<file path="src/rtl/lut_cam_pkg.sv">
// lut_cam_pkg: shared helpers and record types for the lut_cam lookup table.
// The entry/response structs describe the default geometry
// (8 entries, 7-bit key, 32-bit data).
package lut_cam_pkg;

   localparam int LC_NR_KEY   = 8;
   localparam int LC_KEY_LEN  = 7;
   localparam int LC_DATA_LEN = 32;

   // Index width for n entries; never narrower than one bit.
   function automatic int idx_width(input int n);
      return (n > 1) ? $clog2(n) : 1;
   endfunction

   localparam int LC_IDX_W = idx_width(LC_NR_KEY);

   typedef struct packed {
      logic                   vld;
      logic [LC_KEY_LEN-1:0]  key;
      logic [LC_DATA_LEN-1:0] data;
   } entry_t;

   typedef struct packed {
      logic                   hit;
      logic [LC_IDX_W-1:0]    idx;
      logic [LC_DATA_LEN-1:0] data;
   } resp_t;

endpackage

</file>
<file path="src/rtl/lut_cam_match.sv">
// lut_cam_match: combinational match of one key against every table entry.
// Multiple hits resolve to the lowest index; data is taken from that entry
// only. On a miss all outputs are zero.
module lut_cam_match #(
   parameter int NR_KEY   = 8,
   parameter int KEY_LEN  = 7,
   parameter int DATA_LEN = 32,
   parameter int IDX_W    = 3
) (
   input  logic [NR_KEY-1:0]               i_vld,
   input  logic [NR_KEY-1:0][KEY_LEN-1:0]  i_key,
   input  logic [NR_KEY-1:0][DATA_LEN-1:0] i_data,
   input  logic [KEY_LEN-1:0]              i_req_key,
   output logic                            o_hit,
   output logic [IDX_W-1:0]                o_idx,
   output logic [DATA_LEN-1:0]             o_data
);

   // Scan from the top down so the lowest matching index is the last written.
   always_comb begin
      o_hit  = 1'b0;
      o_idx  = '0;
      o_data = '0;
      for (int i = NR_KEY - 1; i >= 0; i--) begin
         if (i_vld[i] && (i_key[i] == i_req_key)) begin
            o_hit  = 1'b1;
            o_idx  = IDX_W'(i);
            o_data = i_data[i];
         end
      end
   end

endmodule

</file>
<file path="src/rtl/lut_cam.sv">
// lut_cam: run-time programmable key->data lookup table with a valid/ready
// request port and one registered response stage.
// Optional feature macro: LUT_CAM_BYPASS_EN -- when defined, a lookup accepted
// in the same cycle as a clear and/or write sees the post-update table.
module lut_cam
   import lut_cam_pkg::*;
#(
   parameter int NR_KEY      = LC_NR_KEY,
   parameter int KEY_LEN     = LC_KEY_LEN,
   parameter int DATA_LEN    = LC_DATA_LEN,
   parameter bit HAS_DEFAULT = 1'b1,
   parameter int IDX_W       = idx_width(NR_KEY)
) (
   input  logic                i_clk,
   input  logic                i_rst,
   input  logic                i_wr_en,
   input  logic [IDX_W-1:0]    i_wr_idx,
   input  logic [KEY_LEN-1:0]  i_wr_key,
   input  logic [DATA_LEN-1:0] i_wr_data,
   input  logic                i_wr_vld,
   input  logic                i_clr,
   input  logic [DATA_LEN-1:0] i_default_out,
   input  logic                i_req_valid,
   output logic                o_req_ready,
   input  logic [KEY_LEN-1:0]  i_req_key,
   output logic                o_resp_valid,
   input  logic                i_resp_ready,
   output logic [DATA_LEN-1:0] o_resp_data,
   output logic                o_resp_hit,
   output logic [IDX_W-1:0]    o_resp_idx
);

   logic [NR_KEY-1:0]               r_vld;
   logic [NR_KEY-1:0][KEY_LEN-1:0]  r_key;
   logic [NR_KEY-1:0][DATA_LEN-1:0] r_data;

   logic [NR_KEY-1:0]               w_vld_nxt;
   logic [NR_KEY-1:0][KEY_LEN-1:0]  w_key_nxt;
   logic [NR_KEY-1:0][DATA_LEN-1:0] w_data_nxt;

   logic [NR_KEY-1:0]               w_m_vld;
   logic [NR_KEY-1:0][KEY_LEN-1:0]  w_m_key;
   logic [NR_KEY-1:0][DATA_LEN-1:0] w_m_data;

   logic                r_resp_valid;
   logic                r_resp_hit;
   logic [IDX_W-1:0]    r_resp_idx;
   logic [DATA_LEN-1:0] r_resp_data;

   logic                w_req_ready;
   logic                w_accept;
   logic                w_hit;
   logic [IDX_W-1:0]    w_idx;
   logic [DATA_LEN-1:0] w_data;
   logic [DATA_LEN-1:0] w_miss_data;

   // Post-edge table image: clear first, then the indexed write on top.
   // An out-of-range wr_idx matches no entry, so nothing changes.
   always_comb begin
      w_vld_nxt  = r_vld;
      w_key_nxt  = r_key;
      w_data_nxt = r_data;
      for (int i = 0; i < NR_KEY; i++) begin
         if (i_clr) begin
            w_vld_nxt[i] = 1'b0;
         end
         if (i_wr_en && (i_wr_idx == IDX_W'(i))) begin
            w_vld_nxt[i]  = i_wr_vld;
            w_key_nxt[i]  = i_wr_key;
            w_data_nxt[i] = i_wr_data;
         end
      end
   end

   // Table storage; reset zeroes every field.
   always_ff @(posedge i_clk) begin
      if (i_rst) begin
         r_vld  <= '0;
         r_key  <= '0;
         r_data <= '0;
      end else begin
         r_vld  <= w_vld_nxt;
         r_key  <= w_key_nxt;
         r_data <= w_data_nxt;
      end
   end

`ifdef LUT_CAM_BYPASS_EN
   // Lookups see the table as it will be after this edge.
   assign w_m_vld  = w_vld_nxt;
   assign w_m_key  = w_key_nxt;
   assign w_m_data = w_data_nxt;
`else
   // Lookups see the table as it stands before this edge.
   assign w_m_vld  = r_vld;
   assign w_m_key  = r_key;
   assign w_m_data = r_data;
`endif

   lut_cam_match #(
      .NR_KEY   (NR_KEY),
      .KEY_LEN  (KEY_LEN),
      .DATA_LEN (DATA_LEN),
      .IDX_W    (IDX_W)
   ) u_match (
      .i_vld     (w_m_vld),
      .i_key     (w_m_key),
      .i_data    (w_m_data),
      .i_req_key (i_req_key),
      .o_hit     (w_hit),
      .o_idx     (w_idx),
      .o_data    (w_data)
   );

   assign w_miss_data = HAS_DEFAULT ? i_default_out : '0;
   assign w_req_ready = !r_resp_valid || i_resp_ready;
   assign w_accept    = i_req_valid && w_req_ready;

   // Response stage: load on accept, otherwise drop valid once consumed.
   // Data fields hold their last value after the response is taken.
   always_ff @(posedge i_clk) begin
      if (i_rst) begin
         r_resp_valid <= 1'b0;
         r_resp_hit   <= 1'b0;
         r_resp_idx   <= '0;
         r_resp_data  <= '0;
      end else if (w_accept) begin
         r_resp_valid <= 1'b1;
         r_resp_hit   <= w_hit;
         r_resp_idx   <= w_idx;
         r_resp_data  <= w_hit ? w_data : w_miss_data;
      end else if (i_resp_ready) begin
         r_resp_valid <= 1'b0;
      end
   end

   assign o_req_ready  = w_req_ready;
   assign o_resp_valid = r_resp_valid;
   assign o_resp_hit   = r_resp_hit;
   assign o_resp_idx   = r_resp_idx;
   assign o_resp_data  = r_resp_data;

endmodule

</file>
<file path="config.mk">
export PLATFORM = sky130hd
export DESIGN_NAME = lut_cam
export DESIGN_NICKNAME = d
export VERILOG_FILES = /design/src/rtl/lut_cam_pkg.sv /design/src/rtl/lut_cam_match.sv /design/src/rtl/lut_cam.sv
export SDC_FILE = /design/constraint.sdc
export NUM_CORES = 1
export LEC_CHECK = 0
export CAP_MARGIN = 15
export CELL_PAD_IN_SITES_DETAIL_PLACEMENT = 0
export CELL_PAD_IN_SITES_GLOBAL_PLACEMENT = 1
export CORE_ASPECT_RATIO = 0.5
export CORE_MARGIN = 10
export CORE_UTILIZATION = 30
export CTS_BUF_LIST = sky130_fd_sc_hd__clkbuf_8
export CTS_CLUSTER_SIZE = 24
export DETAILED_ROUTE_END_ITERATION = 6
export DONT_BUFFER_PORTS = 1
export PLACE_DENSITY = 0.57
export SLEW_MARGIN = 20
export SYNTH_ARGS = -nofsm -noshare
export SYNTH_HDL_FRONTEND = slang
export SYNTH_SLANG_ARGS = --single-unit
</file>
<file path="constraint.sdc">
create_clock -name i_clk -period 4.2 [get_ports i_clk]
set_input_delay 0.84 -clock i_clk [delete_from_list [all_inputs] [get_ports i_clk]]
set_output_delay 0.84 -clock i_clk [all_outputs]
set_load 0.01 [all_outputs]
</file>
==> flow_summary.yaml <==
run_status:
  status: "completed"
synthesis:
  yosysWarnings: 0
  ys.flop_type: "dfxtp_1"
  synth_edf_count: 0
  yosys.cell_types.count: 43
  async_reset_ff_frac: 0
  yosysSeqAreaShare: 0.4642
  synth_cells: 2031
  ys_ff_latch: 357
  syn-cell-area_sq_um: 15400
  syn_nets: 2119
  syn_avg_cell_area_sq_um: 7.581
place:
  place_congestion: 0.7674
  dp_worst_setup_slack_ps: 944.4
  portBuffers: 0
  hpwl_um: 33520
clock_tree:
  ctsHtreeMaxLevel: 2
  clock_sinks: 357
  cts-buffers-inserted: 57
  cts.reportedPaths.clkPinSlew_ps: 70
  clk_path_buf_depth: 3
  clock_latency_ps: 650
  cts_tree: "done"
  cts_hold_buf: 0
  cts_resized: 0
  cts_setup_buffers: 0
  cts-root-buf: "clkbuf_8"
pwr:
  leakage_uw: 0.005468
  powerDensity_nw_per_um2: 414.0
  ir_drop_mv: 0.1928
timing:
  grt_setup_unrepaired: "false"
  slew_headroom: 0.2987
  timing.hold.ws_ps: 312.4
  setup_viol: 0
  slew_viol_final: 0
  fin_tns_setup_ps: 0
  hold_viol: 0
  fmax_mhz: 361.8
  skew_ps: 27.74
  finalCriticalPeriod_ps: 2764
  worstMarginPinSlew_ps: 1048
  finalWorstSetupSlack_ps: 1436
  finalCritPeriodShare: 0.6581
grt:
  grt_usage: 0.1886
  grt.overflow.total: 0
  grt_pass1_wl_um: 90450
  grt_pass1_vias: 13448
  antenna_found_initial: 1
  grt_max_degree: 359
final_layout:
  drive_gt1_frac: 0.07449
  layout_commonest_cell: "nand2_1"
  num_antenna_cells: 0
  final_cell_mix: "nand2_1 (645), a21oi_1 (362), dfxtp_1 (357), clkbuf_8 (72), nor2_1 (69)"
  design.final.nets: 2004
  syn2layout_area_growth_pct: 9.638
floorplanning:
  die_h_um: 180.2
  coreArea_sq_um: 50510
  die_area_sq_um: 61340
  io_pins: 126
  die_w_um: 340.4
  rows: 58
  initial_core_util: 0.3048
worst_setup_path:
  cp.required_ps: 4740
  setup.worst_path.end_class: "flip-flop"
  path_class: "flip-flop to flip-flop"
  worstPathArrival_ps: 3310
  cp_max_fo: 33
  start_kind: "flip-flop"
min_path:
  hold_path.class: "primary input to flip-flop"
routing:
  drc: 0
  drt_iter0_drc: 1248
  post_drt_via_cell_ratio: 5.255
  avgRoutedWirePerCell_um: 22.77
  ant_nets: 0
  drtPass1Iterations: 5
  vias: 13926
  routed_wl_um: 60330
run:
  max_cap_viol_count: 0
-- cell usage after synthesis, types with 2 or more instances --
| cell | count | share of area |
|---|---|---|
| a211o_1 | 4 | 0.0023 |
| a211oi_1 | 55 | 0.027 |
| a211oi_2 | 3 | 0.0024 |
| a21oi_1 | 362 | 0.12 |
| a221oi_1 | 61 | 0.035 |
| a311oi_1 | 3 | 0.0017 |
| and2_1 | 5 | 0.0020 |
| and4_1 | 6 | 0.0034 |
| and4_4 | 2 | 0.0015 |
| buf_2 | 13 | 0.0042 |
| buf_4 | 9 | 0.0044 |
| buf_6 | 7 | 0.0051 |
| clkbuf_1 | 141 | 0.034 |
| clkbuf_2 | 40 | 0.013 |
| dfxtp_1 | 357 | 0.46 |
| inv_1 | 4 | 0.00097 |
| nand2_1 | 649 | 0.16 |
| nand2b_1 | 4 | 0.0016 |
| nand3_1 | 37 | 0.012 |
| nand3b_1 | 11 | 0.0054 |
| nand4_1 | 10 | 0.0041 |
| nor2_1 | 76 | 0.019 |
| nor2b_1 | 3 | 0.0012 |
| nor3_1 | 2 | 0.00065 |
| nor4_4 | 3 | 0.0041 |
| o211ai_1 | 3 | 0.0015 |
| o21ai_0 | 15 | 0.0049 |
| o21ai_1 | 18 | 0.0059 |
| o22a_1 | 2 | 0.0011 |
| o22ai_1 | 59 | 0.024 |
| xnor2_1 | 38 | 0.022 |
| xor2_1 | 18 | 0.010 |
-- worst max-delay path, stage by stage (launching register included) --
cell and delay (ps):
dfxtp_1 320, xnor2_1 110, and4_1 270, and2_1 190, buf_4 210, nor4_4 200
and2_2 880, a21oi_1 180, a311oi_1 300
-- cells by family after synthesis --
| kind of cell | after synthesis | share of synthesized area |
|---|---|---|
| AOI/OAI and AO/OA | 589 | 0.2249 |
| xor gates and xnor gates | 56 | 0.03185 |
| buffers and inverters | 214 | 0.06208 |
| DFF | 357 | 0.4642 |
| muxes | 2 | 0.001381 |
| and+or+nand+nor | 813 | 0.2156 |
-- power by group --
| group | switching (uW) | internal (uW) |
|---|---|---|
| combinational | 190 | 105 |
| clock | 1490 | 1650 |
| sequential | 71.7 | 3480 |
| total | 1750 | 5230 |
-- through the flow --
| step | utilization | total power (uW) | cells | area [sq um] |
|---|---|---|---|---|
| floorplan | - | 3910 | 2031 | 15400 |
| global placement | 0.3110 | 3917 | 2547 | 15710 |
| detailed placement | 0.3110 | 3920 | 2547 | 15710 |
| CTS | 0.3342 | 7089 | 2650 | 16880 |
| global route | 0.3342 | 7290 | 2650 | 16880 |
| finish | 0.3342 | 6989 | 2650 | 16880 |
-- worst paths after layout --
path               startpoint              end  slack [ps]  cells after the start
setup / recovery    r_key[38]  o_resp_data[24]        1440                      8
hold / removal          i_rst   o_resp_data[3]         310                      1
setup reg to reg    r_key[38]  o_resp_data[24]        1440                      8
hold reg to reg   r_data[117]      r_data[117]         450                      2
-- registers in the layout, indices dropped and copies added (netlist names) --
register      flops
o_resp_hit        1
r_vld             8
o_resp_valid      1
o_resp_idx        3
r_key            56
o_resp_data      32
r_data          256
-- final cells by class --
cell class                 count  area [sq um]
inverter                       4         15.01
fill                        5466         33630
multi-input combinational   1460          7413
timing repair buffer          36         270.3
clock inverter                31         181.4
tap                          690         863.3
clock buffer                  72         991.0
sequential                   357          7147
-- layer usage --
layer / up-vias / track usage / wire (um) / part of all wire
met5: - / 0 / 13 / 0.00022
met4: 2 / 0.03762 / 970 / 0.016
met3: 78 / 0.03402 / 3472 / 0.058
met2: 370 / 0.2890 / 26390 / 0.44
met1: 6799 / 0.2724 / 29480 / 0.49
li1: 6677 / - / - / -
No activity file was read; power rests on OpenSTA's default activity.
